[config.mk]
export PLATFORM = sky130hd
export DESIGN_NAME = decode_stage
export DESIGN_NICKNAME = d
export VERILOG_FILES = /design/src/rtl/cr16_pkg.sv /design/src/rtl/decode_comb.sv /design/src/rtl/decode_stage.sv
export SDC_FILE = /design/constraint.sdc
export NUM_CORES = 1
export LEC_CHECK = 0
export BUFFER_PORTS_ARGS = -buffer_cell sky130_fd_sc_hd__buf_2
export CORE_MARGIN = 2
export CORE_UTILIZATION = 35
export DETAILED_ROUTE_END_ITERATION = 10
export PLACE_DENSITY = 0.63
export SLEW_MARGIN = 25
export SYNTH_ARGS = -nofsm -noshare
export SYNTH_HDL_FRONTEND = slang
export SYNTH_SLANG_ARGS = --single-unit
[constraint.sdc]
create_clock -name clk -period 3.5 [get_ports clk]
set_input_delay 0.7 -clock clk [delete_from_list [all_inputs] [get_ports clk]]
set_output_delay 0.7 -clock clk [all_outputs]
set_load 0.02 [all_outputs]
[src/rtl/cr16_pkg.sv]
// Shared CR16 decode definitions: opcode/extension encodings and the
// decoded control-field bundle carried through the decode stage.
package cr16_pkg;

  // Primary opcode groups, instr[15:12]
  localparam logic [3:0] OP_RTYPE = 4'b0000;
  localparam logic [3:0] OP_MEM   = 4'b0100;
  localparam logic [3:0] OP_SHIFT = 4'b1000;
  localparam logic [3:0] OP_BCOND = 4'b1100;
  localparam logic [3:0] OP_LUI   = 4'b1111;

  // Extension field values, instr[7:4]
  localparam logic [3:0] EXT_LSH   = 4'b0100;
  localparam logic [3:0] EXT_ASH   = 4'b0110;
  localparam logic [3:0] EXT_LOAD  = 4'b0000;
  localparam logic [3:0] EXT_STOR  = 4'b0100;
  localparam logic [3:0] EXT_JCOND = 4'b1000;
  localparam logic [3:0] EXT_JAL   = 4'b1100;

  // Shift-immediate forms are identified by ext[3:1]; ext[0] is immediate bit 4
  localparam logic [2:0] EXT_LSHI_HI = 3'b000;
  localparam logic [2:0] EXT_ASHI_HI = 3'b001;

  // Everything the decoder produces except the DATA_W-wide immediate
  typedef struct packed {
    logic [7:0] op;
    logic [3:0] r_dest;
    logic [3:0] r_src;
    logic       r_or_i;
    logic       is_branch;
    logic       is_jump;
    logic       is_mem;
    logic       mem_write;
    logic       illegal;
  } dec_ctrl_t;

  localparam int DEC_CTRL_W = $bits(dec_ctrl_t);

endpackage

[src/rtl/decode_comb.sv]
// Purely combinational CR16 instruction decoder: raw word -> control fields
// and extended immediate.
module decode_comb
  import cr16_pkg::*;
#(
  parameter int DATA_W     = 16,
  parameter int ZEXT_LOGIC = 1
) (
  input  logic [15:0]       instr,
  output dec_ctrl_t         ctrl,
  output logic [DATA_W-1:0] imm
);

  logic [3:0]        op4;
  logic [3:0]        ext;
  logic [DATA_W-1:0] imm_s8;
  logic [DATA_W-1:0] imm_z8;
  logic [DATA_W-1:0] imm_s5;
  logic [DATA_W-1:0] imm_lui;

  assign op4     = instr[15:12];
  assign ext     = instr[7:4];
  assign imm_s8  = DATA_W'($signed(instr[7:0]));
  assign imm_z8  = DATA_W'(instr[7:0]);
  assign imm_s5  = DATA_W'($signed(instr[4:0]));
  assign imm_lui = DATA_W'($signed({instr[7:0], 8'h00}));

  // Field decode; unrecognised encodings fall back to op={op4,ext} with only illegal set
  always_comb begin
    ctrl    = '0;
    ctrl.op = {op4, ext};
    imm     = '0;
    case (op4)
      OP_RTYPE: begin
        ctrl.r_dest = instr[11:8];
        ctrl.r_src  = instr[3:0];
        ctrl.r_or_i = 1'b1;
      end
      OP_SHIFT: begin
        if (ext == EXT_LSH || ext == EXT_ASH) begin
          ctrl.r_dest = instr[11:8];
          ctrl.r_src  = instr[3:0];
          ctrl.r_or_i = 1'b1;
        end else if (ext[3:1] == EXT_LSHI_HI || ext[3:1] == EXT_ASHI_HI) begin
          ctrl.r_dest = instr[11:8];
          imm         = imm_s5;
        end else begin
          ctrl.illegal = 1'b1;
        end
      end
      OP_MEM: begin
        case (ext)
          EXT_LOAD, EXT_STOR: begin
            ctrl.r_dest    = instr[11:8];
            ctrl.r_src     = instr[3:0];
            ctrl.r_or_i    = 1'b1;
            ctrl.is_mem    = 1'b1;
            ctrl.mem_write = (ext == EXT_STOR);
          end
          EXT_JCOND, EXT_JAL: begin
            ctrl.r_dest  = instr[11:8];
            ctrl.r_src   = instr[3:0];
            ctrl.r_or_i  = 1'b1;
            ctrl.is_jump = 1'b1;
          end
          default: ctrl.illegal = 1'b1;
        endcase
      end
      OP_BCOND: begin
        ctrl.op        = {op4, instr[11:8]};
        ctrl.is_branch = 1'b1;
        imm            = imm_s8;
      end
      OP_LUI: begin
        ctrl.op     = {op4, 4'h0};
        ctrl.r_dest = instr[11:8];
        imm         = imm_lui;
      end
      4'b0001, 4'b0010, 4'b0011: begin
        ctrl.op     = {op4, 4'h0};
        ctrl.r_dest = instr[11:8];
        imm         = (ZEXT_LOGIC != 0) ? imm_z8 : imm_s8;
      end
      4'b0101, 4'b0110, 4'b1001, 4'b1011, 4'b1101: begin
        ctrl.op     = {op4, 4'h0};
        ctrl.r_dest = instr[11:8];
        imm         = imm_s8;
      end
      default: ctrl.illegal = 1'b1;
    endcase
  end

endmodule

[src/rtl/decode_stage.sv]
// Registered CR16 decode pipeline stage: valid/ready handshake with an
// optional skid entry, flush support and a wrap-around retire counter.
module decode_stage
  import cr16_pkg::*;
#(
  parameter int DATA_W     = 16,
  parameter int ZEXT_LOGIC = 1,
  parameter int SKID       = 1,
  parameter int CNT_W      = 16
) (
  input  logic              clk,
  input  logic              reset,
  input  logic              in_valid,
  output logic              in_ready,
  input  logic [15:0]       in_instr,
  input  logic              flush,
  output logic              out_valid,
  input  logic              out_ready,
  output logic [7:0]        op,
  output logic [3:0]        r_dest,
  output logic [3:0]        r_src,
  output logic [DATA_W-1:0] immediate,
  output logic              r_or_i,
  output logic              is_branch,
  output logic              is_jump,
  output logic              is_mem,
  output logic              mem_write,
  output logic              illegal,
  output logic [CNT_W-1:0]  dec_count
);

  dec_ctrl_t         dec_ctrl;
  logic [DATA_W-1:0] dec_imm;

  dec_ctrl_t         main_ctrl;
  logic [DATA_W-1:0] main_imm;
  logic              main_valid;
  dec_ctrl_t         skid_ctrl;
  logic [DATA_W-1:0] skid_imm;
  logic              skid_valid;

  logic in_fire;
  logic out_fire;

  decode_comb #(
    .DATA_W     (DATA_W),
    .ZEXT_LOGIC (ZEXT_LOGIC)
  ) u_decode_comb (
    .instr (in_instr),
    .ctrl  (dec_ctrl),
    .imm   (dec_imm)
  );

  // With a skid entry the ready is purely registered; without one it looks through to out_ready
  assign in_ready = (SKID != 0) ? !skid_valid : (!main_valid || out_ready);
  assign in_fire  = in_valid && in_ready;
  assign out_fire = main_valid && out_ready;

  // Main/skid entry management: skid only fills while main is stalled, and drains into main first
  always_ff @(posedge clk or posedge reset) begin
    if (reset) begin
      main_valid <= 1'b0;
      main_ctrl  <= '0;
      main_imm   <= '0;
      skid_valid <= 1'b0;
      skid_ctrl  <= '0;
      skid_imm   <= '0;
    end else if (flush) begin
      main_valid <= 1'b0;
      skid_valid <= 1'b0;
    end else if (!main_valid || out_fire) begin
      if (skid_valid) begin
        main_valid <= 1'b1;
        main_ctrl  <= skid_ctrl;
        main_imm   <= skid_imm;
        skid_valid <= in_fire;
        if (in_fire) begin
          skid_ctrl <= dec_ctrl;
          skid_imm  <= dec_imm;
        end
      end else begin
        main_valid <= in_fire;
        if (in_fire) begin
          main_ctrl <= dec_ctrl;
          main_imm  <= dec_imm;
        end
      end
    end else if (in_fire) begin
      skid_valid <= 1'b1;
      skid_ctrl  <= dec_ctrl;
      skid_imm   <= dec_imm;
    end
  end

  // Retire counter: every output handshake counts, even one coinciding with a flush
  always_ff @(posedge clk or posedge reset) begin
    if (reset) begin
      dec_count <= '0;
    end else if (out_fire) begin
      dec_count <= dec_count + 1'b1;
    end
  end

  assign out_valid = main_valid;
  assign op        = main_ctrl.op;
  assign r_dest    = main_ctrl.r_dest;
  assign r_src     = main_ctrl.r_src;
  assign immediate = main_imm;
  assign r_or_i    = main_ctrl.r_or_i;
  assign is_branch = main_ctrl.is_branch;
  assign is_jump   = main_ctrl.is_jump;
  assign is_mem    = main_ctrl.is_mem;
  assign mem_write = main_ctrl.mem_write;
  assign illegal   = main_ctrl.illegal;

endmodule
# Yosys cells after proc, flatten, opt, wreduce, memory -nomap -nowiden
# Index checks and enable logic that the tools add are counted.
# Widths: inputs -> output; s select.
classes:
  n_addsub: 1
  mul: 0
  div_mod_pow: 0
  magnitude_cmp: 0
  n_eq_ne: 18
  shift: 0
  muxes: 35
  bitwise: 1
  n_reduce_logical: 23
ops:
  columns: ["cell", "count"]
  rows:
  - ["$mux 16", 7]
  - ["$mux 22", 5]
  - ["$pmux 16 s4", 1]
  - ["$eq 4x4->1 const B", 8]
  - ["$eq 4x3->1 const B", 5]
  - ["$add 16x1->16 const B", 1]
  - ["$pmux 5 s3", 1]
  - ["$mux 1", 12]
  - ["$pmux 4 s3", 1]
  - ["$reduce_or 11->1", 1]
  - ["$reduce_or 10->1", 1]
  - ["$mux 9", 1]
  - ["$reduce_or 9->1", 1]
  - ["$eq 4x2->1 const B", 2]
  - ["$logic_not 4->1", 2]
  - ["$mux 4", 2]
  - ["$pmux 4 s2", 1]
  - ["$reduce_or 6->1", 1]
  - ["$mux 5", 1]
  - ["$eq 4x1->1 const B", 1]
  - ["$reduce_bool 2->1", 2]
  - ["$reduce_or 2->1", 2]
  - ["$reduce_or 4->1", 1]
  - ["$eq 3x1->1 const B", 1]
  - ["13 further kinds", 17]
totals:
  ff_bits: 94
  latchBits: 0
  ramBits: 0
  mem_bits_ro: 0
  input_bits: 21
  output_inout_bits: 56
  word_cells: 101
  n_memories: 0

# Depth between registers and ports, before layout
depth:
  ltp_word: 8
  ltp_mapped: 7
  depth_no_buf: 5

# By module
# A second synthesis with hierarchy kept.
hier_totals:
  hier_cells: 405
  hier_area_um2: 4549.4
by_module_without_submodules:
  columns: ["mod", "n_inst", "cells_each", "area_each_um2", "seq_area_each_um2"]
  rows:
  - ["decode_stage", 1, 317, 3973.8, 2352.3]
  - ["decode_comb", 1, 88, 575.6, 0.0]

# Worst setup path after synthesis
# No wires, ideal clock.
synth_timing:
  kind: "in2reg"
  startpoint: "in in_instr[4]"
  endpoint: "reg main_ctrl, in the netlist r_src[0]"
  setup_ps: 66
  t_arrival_ps: 1880
  t_required_ps: 3434
  slack_ps: 1554
  path_stages: 4
  n_path_buf: 0
  path_cell_list: "or3b_1 > a2111o_1 > a21oi_2 > a221o_1"
synth_between:
  elab_chain_cells: 6
  word_cells_on_any_way: 12
  cone_classes: "eq/ne: 4; mux: 5; reduce/logical: 3"
synth_lines:
  columns: ["element", "line_no", "text"]
  rows:
  - ["start, declared", "decode_stage.sv:15", "input logic [15:0] in_instr,"]
  - ["$eq 4x4->1 (tied with other cells)", "decode_comb.sv:52", "case (ext)"]
  - ["$reduce_or 4->1 (no source line) or $logic_or 1x1->1 (tied branches)", null, null]
  - ["$mux 9 or $mux 5 (tied branches)", "decode_comb.sv:52, decode_comb.sv:40", null]
  - ["$pmux 5 s3 *", "decode_comb.sv:33", "case (op4)"]
  - ["$mux 22 *", "decode_stage.sv:83", "if (in_fire) begin"]
  - ["$mux 22 *", "decode_stage.sv:72", "if (skid_valid) begin"]
  - ["end signal, assigned", "decode_stage.sv:74", "main_ctrl <= skid_ctrl;"]
  - ["end signal, assigned", "decode_stage.sv:84", "main_ctrl <= dec_ctrl;"]
  - ["end, declared", "decode_stage.sv:35", "dec_ctrl_t main_ctrl;"]
# Mark *: on every way between the ends. The rest lies on a longest branch, timed or not. The select of a mux whose other input is x is not followed.
# A chain may end at the register's enable or synchronous reset.

# Final worst setup path
layout_timing:
  startpoint: "reg skid_valid"
  endpoint: "out in_ready"
layout_between:
  elab_chain_cells: 1
layout_lines:
  columns: ["element", "line_no", "text"]
  rows:
  - ["start, declared", "decode_stage.sv:40", "logic skid_valid;"]
  - ["start signal, assigned", "decode_stage.sv:76", "skid_valid <= in_fire;"]
  - ["$logic_not 1->1", "decode_stage.sv:55", "assign in_ready = (SKID != 0) ? !skid_valid : (!main_valid || out_ready);"]
  - ["end, declared", "decode_stage.sv:14", "output logic in_ready,"]
# Every way passes these cells.

==> impl_metrics.csv <==
group,metric,value,unit
pwr,p_leak,0.00248,uW
clock_network,cts_tree,"yes",
clock_network,numClockSinks,94,
yosys,synth_area,4300,um^2
clock_network,htreeDepth,3,
yosys,synth-edff-count,0,
clock_network,clock-root-buffer,"clkbuf_16",
detailed_routing,route.detailed.drc,0,
critical_path,cp.arrival,1.65,ns
layout,n_fill_cell,1167,
grt,track_usage,17.3,%
yosys,ys_top_cells_by_area,"dfrtp_1 55%, nand2_1 5.5%, a21oi_1 3.4%, nor2_1 3.2%, nand3_1 2.3%",
detailed_routing,routed_via_density,5.53,
yosys,synth_top_area_share,54.7,%
pwr,ir_drop,0.214,mV
detailed_routing,routed_wl,10900,um
yosys,ys_ff_latch,94,
layout,area_growth,18.3,%
place,port_buffers,76,
layout,final_cell_area,5090,um^2
yosys,synth-warning-count,0,
layout,nNetsFinal,518,
clock_network,cts.clk_slew.worst_paths,0.06,ns
timing,finalCritPeriodShare,67.2,%
timing,final-setup-viol-count,0,
grt,grt_pass1_vias,3561,
grt,grt-ovfl-total,0,
yosys,async_reset_ff_share,100,%
detailed_routing,num_vias,3582,
grt,grt_pass1_wl,18100,um
flow_run,cap_viol_max_count,0,
yosys,netlist.top_cell.by_area,"dfrtp_1",
yosys,syn_nets,453,
place,dpl.hpwl,7490,um
yosys,synthCells,431,
clock_network,cts_buffer_depth,2,
detailed_routing,routedWlPerCell,16.9,um
place,postPlaceCellArea,4820,um^2
grt,grt_start_max_net_pins,49,
layout,seq_area,2350,um^2
timing,worstMarginPinSlew,0.902,ns
yosys,synth_flop_cell,"dfrtp_1",
detailed_routing,ant_nets,0,
critical_path,rr_startpoint,"skid_valid",
layout,multi_input_area,1820,um^2
clock_network,postCtsSetupBuffers,0,
floorplanning,die_area,13200,um^2
timing,drv_slew,0,
place,place.gp.congestion,0.790,
yosys,syn_area_per_cell,9.98,um^2
min_path,hold_class,"primary input to asynchronous set/reset pin",
timing,tns,0,ns
clock_network,cts_resized,0,
critical_path,cp-end-kind,"primary output",
outcome,status,"finished, final reports clean",
floorplanning,initial_core_util,35.8,%
critical_path,worst-setup-path-type,"register to primary output",
detailed_routing,drt_iter0_drc,277,
floorplanning,core_area,12000,um^2
timing,finalClockSkew,0.00722,ns
layout,antenna-diode-count,0,
critical_path,r2r_slack,1.31,ns
critical_path,worst_ep_required_time,2.80,ns
clock_network,clk_latency,0.35,ns
grt,antenna_found_initial,0,
yosys,ys_types,57,
floorplanning,die_height,115,um
critical_path,cp-start-kind,"register",
critical_path,critPathMaxFanout,29,
detailed_routing,dr.pass1.iters,5,
timing,min_period,2.35,ns
timing,grt_setup_unrepaired,"false",
critical_path,ff2ff_path_depth,6,
timing,slew_headroom,39.9,%
timing,hold_viol_final,0,
layout,mostFrequentLayoutCells,"94 x dfrtp_1, 76 x buf_2, 63 x nand2_1, 36 x nor2_1, 29 x a21oi_1",
floorplanning,die_w,115,um
floorplanning,io_pins,77,
clock_network,holdBufCountCts,0,
clock_network,cts_buffers,9,
pwr,powerDensity,554,nW/um^2
floorplanning,row_count,40,
timing,clock.fmax,425,MHz
layout,final_common_cell,"dfrtp_1",
yosys,yosysSeqAreaShare,54.7,%
layout,drive_gt1_share,22.4,%
critical_path,rr_endpoint,"skid_ctrl[11]",
area by class of cell:
class	count	share of cell area (%)
Inverter	3	0.246
Timing Repair Buffer	84	8.90
Sequential cell	94	46.2
Multi-Input combinational cell	304	35.7
Clock inverter	5	0.689
Tap cell	147	3.62
Clock buffer	11	4.57
per-layer routing:
metal	part of all wire [%]	routed length, um	track usage (%)
met5	0	0	0
met4	1.3	147	6.67
met3	5.5	601	3.32
met2	47	5170	27.8
met1	46	5000	23.1
registers in the layout, indices dropped and copies added (netlist names):
signal      cells
is_branch       1
illegal         1
skid_imm       16
is_mem          1
is_jump         1
immediate      16
skid_ctrl      22
op              8
r_dest          4
skid_valid      1
r_src           4
dec_count      16
r_or_i          1
out_valid       1
mem_write       1
worst max path at each step:
stage / from / end / cells after the start
after floorplan: reset / dec_count[0] / 1
after global placement: in_valid / immediate[5] / 6
after detailed placement: in_valid / immediate[5] / 6
after CTS: skid_valid / in_ready / 3
after global routing: skid_valid / in_ready / 3
final: skid_valid / in_ready / 3
stage by stage:
step           hold slack [ns]  cells  setup slack (ns)  power [uW]  util, %
6_report                 0.314    648              1.15        2820     42.4
5_1_grt                  0.341    648              1.05        2960     42.4
4_1_cts                  0.319    648              1.13        2840     42.3
3_5_place_dp             0.461    632             0.961        1940     40.1
3_3_place_gp             0.452    632             0.997        1920     40.1
2_1_floorplan            0.439    431             0.351        1730        -
cells in the mapped netlist, drive strengths merged (2+ instances only):
library cell and count:
o21ai 29, a221o 8, nor3b 4, buf 11, a22o 8, mux2i 6
nor4 2, nor2 37, xor2 4, nor2b 4, nand3 20, a21oi 31
and3 12, a31oi 3, o31ai 3, nor3 3, dfrtp 94, and2 2
xnor2 11, nand2 63, o21bai 2, o211ai 3, nand2b 3, clkbuf 19
nand4 4, a22oi 8, a221oi 8, nand4b 2, inv 3, o211a 2
a211o 2, and4 2, a21o 2
kinds of logic after synthesis:
family                   count (synthesis)  synth area share, %
AO/OA/AOI/OAI                          116                 18.4
XOR/XNOR                                15                 3.05
adder cells (fa/ha/maj)                  1                0.291
buffers and inverters                   33                 3.11
flip-flops                              94                 54.7
multiplexers                             7                 1.66
AND/OR/NAND/NOR                        165                 18.8
power breakdown:
group / internal (uW) / switching, uW
clock network: 484 / 418
logic: 204 / 341
registers: 1260 / 112
worst max-delay path: stages, from the launching register on:
cell and delay [ns]:
dfrtp_1 0.38, buf_4 0.24, inv_2 0.41, buf_2 0.26
Power figures use the tool's default switching activity.
